**config.mk**
```make
export PLATFORM = sky130hd
export DESIGN_NAME = ex_mem_stage_reg
export DESIGN_NICKNAME = d
export VERILOG_FILES = /design/src/rtl/ex_mem_stage_reg.sv
export SDC_FILE = /design/constraint.sdc
export NUM_CORES = 1
export LEC_CHECK = 0
export ABC_CLOCK_PERIOD_IN_PS = 1800
export BUFFER_PORTS_ARGS = -buffer_cell sky130_fd_sc_hd__buf_2
export CELL_PAD_IN_SITES_DETAIL_PLACEMENT = 0
export CELL_PAD_IN_SITES_GLOBAL_PLACEMENT = 2
export CORE_MARGIN = 2
export CORE_UTILIZATION = 33
export CTS_BUF_LIST = sky130_fd_sc_hd__clkbuf_4 sky130_fd_sc_hd__clkbuf_8
export DETAILED_ROUTE_END_ITERATION = 7
export PLACE_DENSITY = 0.85
export SLEW_MARGIN = 20
export SYNTH_ARGS = -nofsm -noshare
export SYNTH_HDL_FRONTEND = slang
export SYNTH_SLANG_ARGS = --single-unit
export TNS_END_PERCENT = 50
```
**constraint.sdc**
```tcl
create_clock -name clk -period 1.8 [get_ports clk]
set_input_delay 0.36 -clock clk [delete_from_list [all_inputs] [get_ports clk]]
set_output_delay 0.36 -clock clk [all_outputs]
set_load 0.02 [all_outputs]
```
**src/rtl/ex_mem_stage_reg.sv**
```systemverilog
// EX/MEM pipeline register with a valid/ready handshake and a one-entry skid buffer.
// Supports a synchronous flush, bubble-gated control outputs and a saturating stall counter.
module ex_mem_stage_reg #(
  parameter int DATA_W      = 32,
  parameter int REG_ADDR_W  = 5,
  parameter int STALL_CNT_W = 16
) (
  input  logic                   clk,
  input  logic                   rst_n,
  input  logic                   flush,
  input  logic                   in_valid,
  output logic                   in_ready,
  input  logic                   RegWrite,
  input  logic                   Branch,
  input  logic                   MemWrite,
  input  logic                   MemRead,
  input  logic                   MemToReg,
  input  logic                   Zero,
  input  logic [DATA_W-1:0]      ALUResult,
  input  logic [DATA_W-1:0]      WriteMemData,
  input  logic [DATA_W-1:0]      pc_plus_4,
  input  logic [REG_ADDR_W-1:0]  WriteReg,
  output logic                   out_valid,
  input  logic                   out_ready,
  output logic                   RegWrite_out,
  output logic                   Branch_out,
  output logic                   MemWrite_out,
  output logic                   MemRead_out,
  output logic                   MemToReg_out,
  output logic                   Zero_out,
  output logic                   PCSrc_out,
  output logic [DATA_W-1:0]      ALUResult_out,
  output logic [DATA_W-1:0]      WriteMemData_out,
  output logic [DATA_W-1:0]      pc_plus_4_out,
  output logic [REG_ADDR_W-1:0]  WriteReg_out,
  output logic [STALL_CNT_W-1:0] stall_cycles
);

  typedef struct packed {
    logic                  reg_write;
    logic                  branch;
    logic                  mem_write;
    logic                  mem_read;
    logic                  mem_to_reg;
    logic                  zero;
    logic [DATA_W-1:0]     alu_result;
    logic [DATA_W-1:0]     write_mem_data;
    logic [DATA_W-1:0]     pc_plus_4;
    logic [REG_ADDR_W-1:0] write_reg;
  } beat_t;

  beat_t                  in_beat;
  beat_t                  main_q, main_d;
  beat_t                  skid_q, skid_d;
  logic                   main_valid_q, main_valid_d;
  logic                   skid_valid_q, skid_valid_d;
  logic [STALL_CNT_W-1:0] stall_q, stall_d;
  logic                   accept;
  logic                   pop;

  assign in_beat = {RegWrite, Branch, MemWrite, MemRead, MemToReg, Zero,
                    ALUResult, WriteMemData, pc_plus_4, WriteReg};

  // in_ready comes straight from the skid flop, so out_ready never reaches it combinationally.
  assign in_ready = !skid_valid_q;
  assign accept   = in_valid && in_ready;
  assign pop      = main_valid_q && out_ready;

  always_comb begin
    main_d       = main_q;
    skid_d       = skid_q;
    main_valid_d = main_valid_q;
    skid_valid_d = skid_valid_q;
    stall_d      = stall_q;

    if (main_valid_q && !out_ready && (stall_q != {STALL_CNT_W{1'b1}})) begin
      stall_d = stall_q + STALL_CNT_W'(1);
    end

    if (flush) begin
      main_valid_d = 1'b0;
      skid_valid_d = 1'b0;
    end else if (!main_valid_q) begin
      if (accept) begin
        main_d       = in_beat;
        main_valid_d = 1'b1;
      end
    end else if (!skid_valid_q) begin
      if (pop && accept) begin
        main_d = in_beat;
      end else if (pop) begin
        main_valid_d = 1'b0;
      end else if (accept) begin
        skid_d       = in_beat;
        skid_valid_d = 1'b1;
      end
    end else if (pop) begin
      main_d       = skid_q;
      skid_valid_d = 1'b0;
    end
  end

  always_ff @(posedge clk or negedge rst_n) begin
    if (!rst_n) begin
      main_q       <= '0;
      skid_q       <= '0;
      main_valid_q <= 1'b0;
      skid_valid_q <= 1'b0;
      stall_q      <= '0;
    end else begin
      main_q       <= main_d;
      skid_q       <= skid_d;
      main_valid_q <= main_valid_d;
      skid_valid_q <= skid_valid_d;
      stall_q      <= stall_d;
    end
  end

  // Side-effecting controls are masked so a bubble can never write or redirect.
  assign out_valid        = main_valid_q;
  assign RegWrite_out     = main_valid_q && main_q.reg_write;
  assign Branch_out       = main_valid_q && main_q.branch;
  assign MemWrite_out     = main_valid_q && main_q.mem_write;
  assign MemRead_out      = main_valid_q && main_q.mem_read;
  assign PCSrc_out        = main_valid_q && main_q.branch && main_q.zero;
  assign MemToReg_out     = main_q.mem_to_reg;
  assign Zero_out         = main_q.zero;
  assign ALUResult_out    = main_q.alu_result;
  assign WriteMemData_out = main_q.write_mem_data;
  assign pc_plus_4_out    = main_q.pc_plus_4;
  assign WriteReg_out     = main_q.write_reg;
  assign stall_cycles     = stall_q;

endmodule

```
==> impl_metrics.ini, run 1 <==
[status]
outcome = completed

[clocking]
htreeDepth = 2
cts_root_buf = clkbuf_8
insertion_delay_ps = 530
cts_buffers = 43
cts.sinks = 232
clk_path_buf_depth = 3
cts_tree = done
path_clk_slew_ps = 60

[synthesis]
ys_types = 28
syn_area_mm2 = 0.0105
ys_warn_count = 0
syn_area_per_cell_um2 = 11.9
syn_inst = 878
syn-num-nets = 991
ys_ff_latch = 232
ys_seq_area_share_pct = 55.4

[critical_path]
r2r_cells = 7
critPathKind = in -> reg
r2r_slack_ps = 70
cp-end-kind = flop
cp.arrival_ps = 2180
r2r-end = WriteMemData_out[19]
cp.required_ps = 2200
start_kind = input pin
reg2reg_from = out_valid
cp_max_fo = 30

[finish]
post-route-util_pct = 40.7
fill_cells = 3035
register_area_mm2 = 0.00581
final_nets = 1169
multi_input_area_mm2 = 0.00371
syn_to_final_growth_pct = 22.0
drive_gt1_share_pct = 43.1

[drt]
route.detailed.drc = 0
firstDrtPassIters = 4
wire_per_inst_um = 15.5
wl_met3_mm = 2.22
wl_mm = 23.1
met1Wirelength_mm = 10.4
antenna_left = 0
vias = 6869
dr.first_iter.drc_count = 298
viasPerCell = 4.61
top_layer = met5
dr_wl_met2_mm = 9.97

[power_and_ir_drop]
p_per_area_mw_per_mm2 = 1230
leakagePower_uw = 0.00648
p_int_uw = 11200
seq_power_share_pct = 44.6
pwr-share-clk_pct = 35.3
max-vdd-ir-drop_v = 0.000586
switching_share_pct = 28.8
switching_power_uw = 4540
comb_power_share_pct = 20.1

[global_route]
grt_pass1_wl_mm = 37.2
grt_pass1_vias = 7058
antenna_found_initial = 6
grt_usage_pct = 14.0
grt_max_degree = 62
grt_remaining_overflow = 0

[timing]
period_minus_slack_ps = 1770
grt_setup_unrepaired = true
hold_viol_final = 0
tns_ps = 0
period_share_pct = 98.4
relSlewSlack_pct = 69.3
max_clock_freq_ghz = 0.565
skew_ps = 22.3
finalSetupViolations = 0
worst_slew_pin_slew_ps = 461
slew_violations = 0

[worst_hold_path]
min_from = ALUResult[9]
hold_path.class = in -> reg
hold_path_end = skid_q[78]
hold_path_depth = 2

[placed_design]
dpl.hpwl_mm = 16.2
gp_congestion = 0.739
portBuffers = 237

[die]
core_area_mm2 = 0.0314
row_count = 65
ios = 238
die_y_um = 182
dieArea_mm2 = 0.0332
fp.dieW_um = 182
initial_core_util_pct = 33.4

[job]
maxCapViolCount = 0
[cell type report]
type                            instances  area share, %
Multi-Input combinational cell        495           29.0
Inverter                                2         0.0588
Timing Repair Buffer                  282           13.9
Clock inverter                          7          0.705
Clock buffer                           68           6.84
Antenna cell                            3         0.0588
Sequential cell                       232           45.4
Tap cell                              402           3.94
[logic make-up after synthesis]
| kind of cell | synth area share [%] |
|---|---|
| adder cells (fa/ha/maj) | 0.119 |
| multiplexers | 21.8 |
| AO/OA/AOI/OAI | 5.54 |
| AND/OR/NAND/NOR | 6.39 |
| flip-flops | 55.4 |
| XOR/XNOR | 1.17 |
| buffers and inverters | 9.51 |
[per-layer routing]
metal / up-vias / GRT usage (%)
met1: 3308 / 18.0
met5: - / 0
li1: 3305 / -
met2: 199 / 21.3
met3: 49 / 6.19
met4: 8 / 3.90
[synth_stat cells, drive strengths merged]
cell      n  area [um2]
nand4b    1        8.76
nand2     6        25.0
nor3      2        15.0
nor2    109         409
nand2b    1        6.26
nand3     6        30.0
ha        1        12.5
clkbuf    8        30.0
o21ai     1        5.00
a21oi   111         556
and2      5        31.3
and3      8        50.1
dfrtp   232        5810
mux2    108        1220
mux2i   107        1070
a211oi    2        20.0
xnor2    11        96.3
buf     141         958
and4      5        43.8
nor2b     1        6.26
inv       2        7.51
xor2      3        26.3
nand4     7        43.8
[timing repair]
| action | 4_1_cts | 5_1_grt |
|---|---|---|
| hold buffers | 2 | 0 |
| endpoints found under the hold margin | 132 | 0 |
| gates resized for setup | 3 | 9 |
| setup buffers | 1 | 0 |
| endpoints found under the setup margin | 6 | 64 |
[flip-flops by register name, indices dropped and copies added (netlist names)]
signal	flops
skid_q	107
ALUResult_out	32
WriteMemData_out	32
pc_plus_4_out	32
stall_cycles	16
WriteReg_out	5
main_q	4
MemToReg_out	1
Zero_out	1
out_valid	1
skid_valid_q	1
[worst max path at each step]
| stage | start | endpoint | slack, ps | cells past startpoint |
|---|---|---|---|---|
| after floorplan | out_valid | skid_q[70] | 20 | 6 |
| after global placement | out_ready | skid_q[8] | 90 | 7 |
| after detailed placement | out_ready | skid_q[95] | 50 | 7 |
| after CTS | out_valid | Branch_out | 20 | 3 |
| after global routing | out_valid | pc_plus_4_out[9] | -60 | 7 |
| final | out_ready | skid_q[11] | 30 | 8 |
[per-stage QoR]
stage	total power, uW	area (um2)	hold WS [ps]	instances	worst slack (ps)
floorplan	9600	10500	64.4	878	15.4
global placement	10200	11700	244	1411	85.1
detailed placement	10300	11700	239	1411	47.9
CTS	16000	12700	23.8	1488	23.1
global route	16700	12800	30.2	1488	-55.8
finish	15700	12800	69.5	1491	29.2
[worst max-delay path, stage by stage]
cell	delay, ps
dlygate4sd3_1	530
buf_2	140
inv_1	60
nand2_1	100
nor3_4	220
buf_4	180
buf_12	200
mux2_2	360
[power by group through the flow]
stage	combinational, uW	clock [uW]	sequential (uW)
finish	3160	5560	7030
global route	3480	6020	7180
CTS	3210	5770	7030
detailed placement	3190	0	7120
global placement	3110	0	7080
floorplan	2570	0	7040
[cell usage in the layout (no fill, tap or decap), types with 2 or more instances in the layout]
cell type,n
a21oi_1,111
xnor2_1,11
nand4_1,7
and2_1,5
dlygate4sd3_1,2
and3_1,7
buf_4,25
nor2_1,109
clkinvlp_4,2
mux2_2,108
buf_6,5
mux2i_1,107
clkbuf_8,58
clkinv_2,3
and4_1,5
nand3_1,6
nand2_1,5
buf_12,17
dfrtp_1,232
xor2_1,3
clkbuf_4,10
bufinv_16,2
buf_2,232
diode_2,3
inv_1,2
Note: power is estimated with default switching activity, not from simulation.
==> run 2: changes to the inputs <==
--- a/config.mk
+++ b/config.mk
@@ -9,6 +9,7 @@
 export BUFFER_PORTS_ARGS = -buffer_cell sky130_fd_sc_hd__buf_2
 export CELL_PAD_IN_SITES_DETAIL_PLACEMENT = 0
 export CELL_PAD_IN_SITES_GLOBAL_PLACEMENT = 2
+export CORE_ASPECT_RATIO = 0.7
 export CORE_MARGIN = 2
 export CORE_UTILIZATION = 33
 export CTS_BUF_LIST = sky130_fd_sc_hd__clkbuf_4 sky130_fd_sc_hd__clkbuf_8
==> run 2 against run 1 <==
Cell area decreased by 0.18%. Power decreased by 3.1%. Hold slack got worse by 6.6 ps. Critical endpoint is now skid_q[15].
==> impl_metrics.ini, run 2 (same netlist as run 1, synthesis figures left out) <==
[status]
outcome = completed

[critical_path]
r2r_cells = 6
cp.arrival_ps = 2160
crit_family = buffers and inverters
slowest_stage = dlygate4sd3_1
path_depth = 8
cp.required_ps = 2210
reg2reg_from = out_valid
critPathKind = in -> reg
cpPeakStageDelay_ps = 530
cp-end-kind = flop
cp_max_fo = 22
crit_buf_inv = 5
start_kind = input pin
worstSetupStartpoint = out_ready
crit_path_cell_trace = dlygate4sd3_1 -> buf_2 -> inv_1 -> nand2_1 -> nor3_4 -> buf_6 -> buf_12 -> mux2_2

[drt]
wl_mm = 24.7
viasPerCell = 4.61
antenna_left = 0
vias = 6915
dr.first_iter.drc_count = 256
route.detailed.drc = 0
firstDrtPassIters = 4
wire_per_inst_um = 16.5

[global_route]
grt_pass1_vias = 6930
grt_max_degree = 87
grt_use_met2_pct = 20.6
antenna_found_initial = 7
grt_usage_pct = 14.6
use_met3_pct = 6.21
grt_pass1_wl_mm = 38.5
grt_remaining_overflow = 0
busiest_layer = met2
gr-usage-met1_pct = 20.1

[finish]
final_nets = 1168
final_cell_mix = dfrtp_1, buf_2, a21oi_1
syn_to_final_growth_pct = 21.8
drive_gt1_share_pct = 43.2
fill_cells = 3038
stdcell_area_mm2 = 0.0128
multi_input_area_mm2 = 0.00372
register_area_mm2 = 0.00581
post-route-util_pct = 40.9
largest_register_ff_count = 107
top_register = skid_q

[timing]
period_minus_slack_ps = 1750
slew_violations = 0
grt_setup_unrepaired = true
worst_slew_pin_slew_ps = 449
relSlewSlack_pct = 70.1
skew_ps = 20.4
period_share_pct = 97.4
hold_viol_final = 0
finalSetupViolations = 0
max_clock_freq_ghz = 0.571
hold_ws_ps = 62.8
tns_ps = 0

[clocking]
cts.sinks = 232
path_clk_slew_ps = 60
htreeDepth = 2
cts_buffers = 41
cts_tree = done
clk_path_buf_depth = 3
cts_root_buf = clkbuf_8
insertion_delay_ps = 540

[die]
row_count = 54
initial_core_util_pct = 33.6
fp.dieW_um = 217
ios = 238
die_y_um = 153
core_area_mm2 = 0.0312
dieArea_mm2 = 0.0332

[power_and_ir_drop]
p_per_area_mw_per_mm2 = 1200
pwr-share-clk_pct = 32.6
leakagePower_uw = 0.00643
seq_power_share_pct = 46.1
comb_power_share_pct = 21.3
p_int_uw = 10700
switching_share_pct = 29.6
switching_power_uw = 4520
max-vdd-ir-drop_v = 0.000562

[placed_design]
portBuffers = 237
dpl_cell_area_mm2 = 0.0118
gp_congestion = 0.797
dpl.hpwl_mm = 16.6

[worst_hold_path]
hold_path.class = in -> reg
min_from = ALUResult[18]
hold_path_depth = 2

[job]
maxCapViolCount = 0
[run 2: cell count changes in the layout (fill, tap and decap cells not counted), sizes merged]
cell	before	now
clkbuf	68	61
buf	280	279
clkinvlp	2	1
bufinv	2	1
[run 2: power by group through the flow]
stage          clock [uW]  combinational (uW)  sequential [uW]
2_1_floorplan           0                2570             7040
3_3_place_gp            0                3170             7060
3_5_place_dp            0                3240             7110
4_1_cts              5190                3280             7030
5_1_grt              5400                3570             7180
6_report             4980                3250             7030
[run 2: metal layers]
metal | share of wire (%) | wire length [um] | vias to the layer above
met4 | 2.1 | 517 | 6
li1 | - | - | 3296
met1 | 47 | 11600 | 3367
met2 | 41 | 10200 | 196
met5 | 0.15 | 38 | -
met3 | 9.3 | 2290 | 50
[run 2: stage by stage]
stage	worst slack [ps]	power [uW]	instances
5_1_grt	-16.7	16100	1497
2_1_floorplan	15.4	9600	878
3_3_place_gp	60.9	10200	1425
4_1_cts	-0.401	15500	1492
6_report	47.3	15300	1499
3_5_place_dp	33.2	10300	1425
[run 2: repair_timing]
| action | CTS | global route |
|---|---|---|
| hold endpoints to repair | 39 | 0 |
| hold buffers | 2 | 0 |
| cloned | 0 | 2 |
| pin swaps | 0 | 1 |
| buffers inserted | 1 | 2 |
| setup endpoints to repair | 2 | 116 |
| resized for setup | 16 | 8 |
[run 2: final timing paths]
check                                       endpoint  slack, ps
worst max-delay path                      skid_q[15]         50
worst min-delay path                      skid_q[87]         60
worst max register to register  WriteMemData_out[12]         50
worst min register to register            skid_q[21]        500
max in group asynchronous          ALUResult_out[21]        870
min in group asynchronous                 skid_q[42]        350
[run 2: cell type report]
type | instances | area share, %
antenna | 3 | 0.0589
clock inverter | 5 | 0.412
multi-input combinational | 495 | 29.2
clock buffer | 59 | 6.02
timing repair buffer | 283 | 14.6
inverter | 2 | 0.0589
tap | 420 | 4.12
sequential | 232 | 45.5
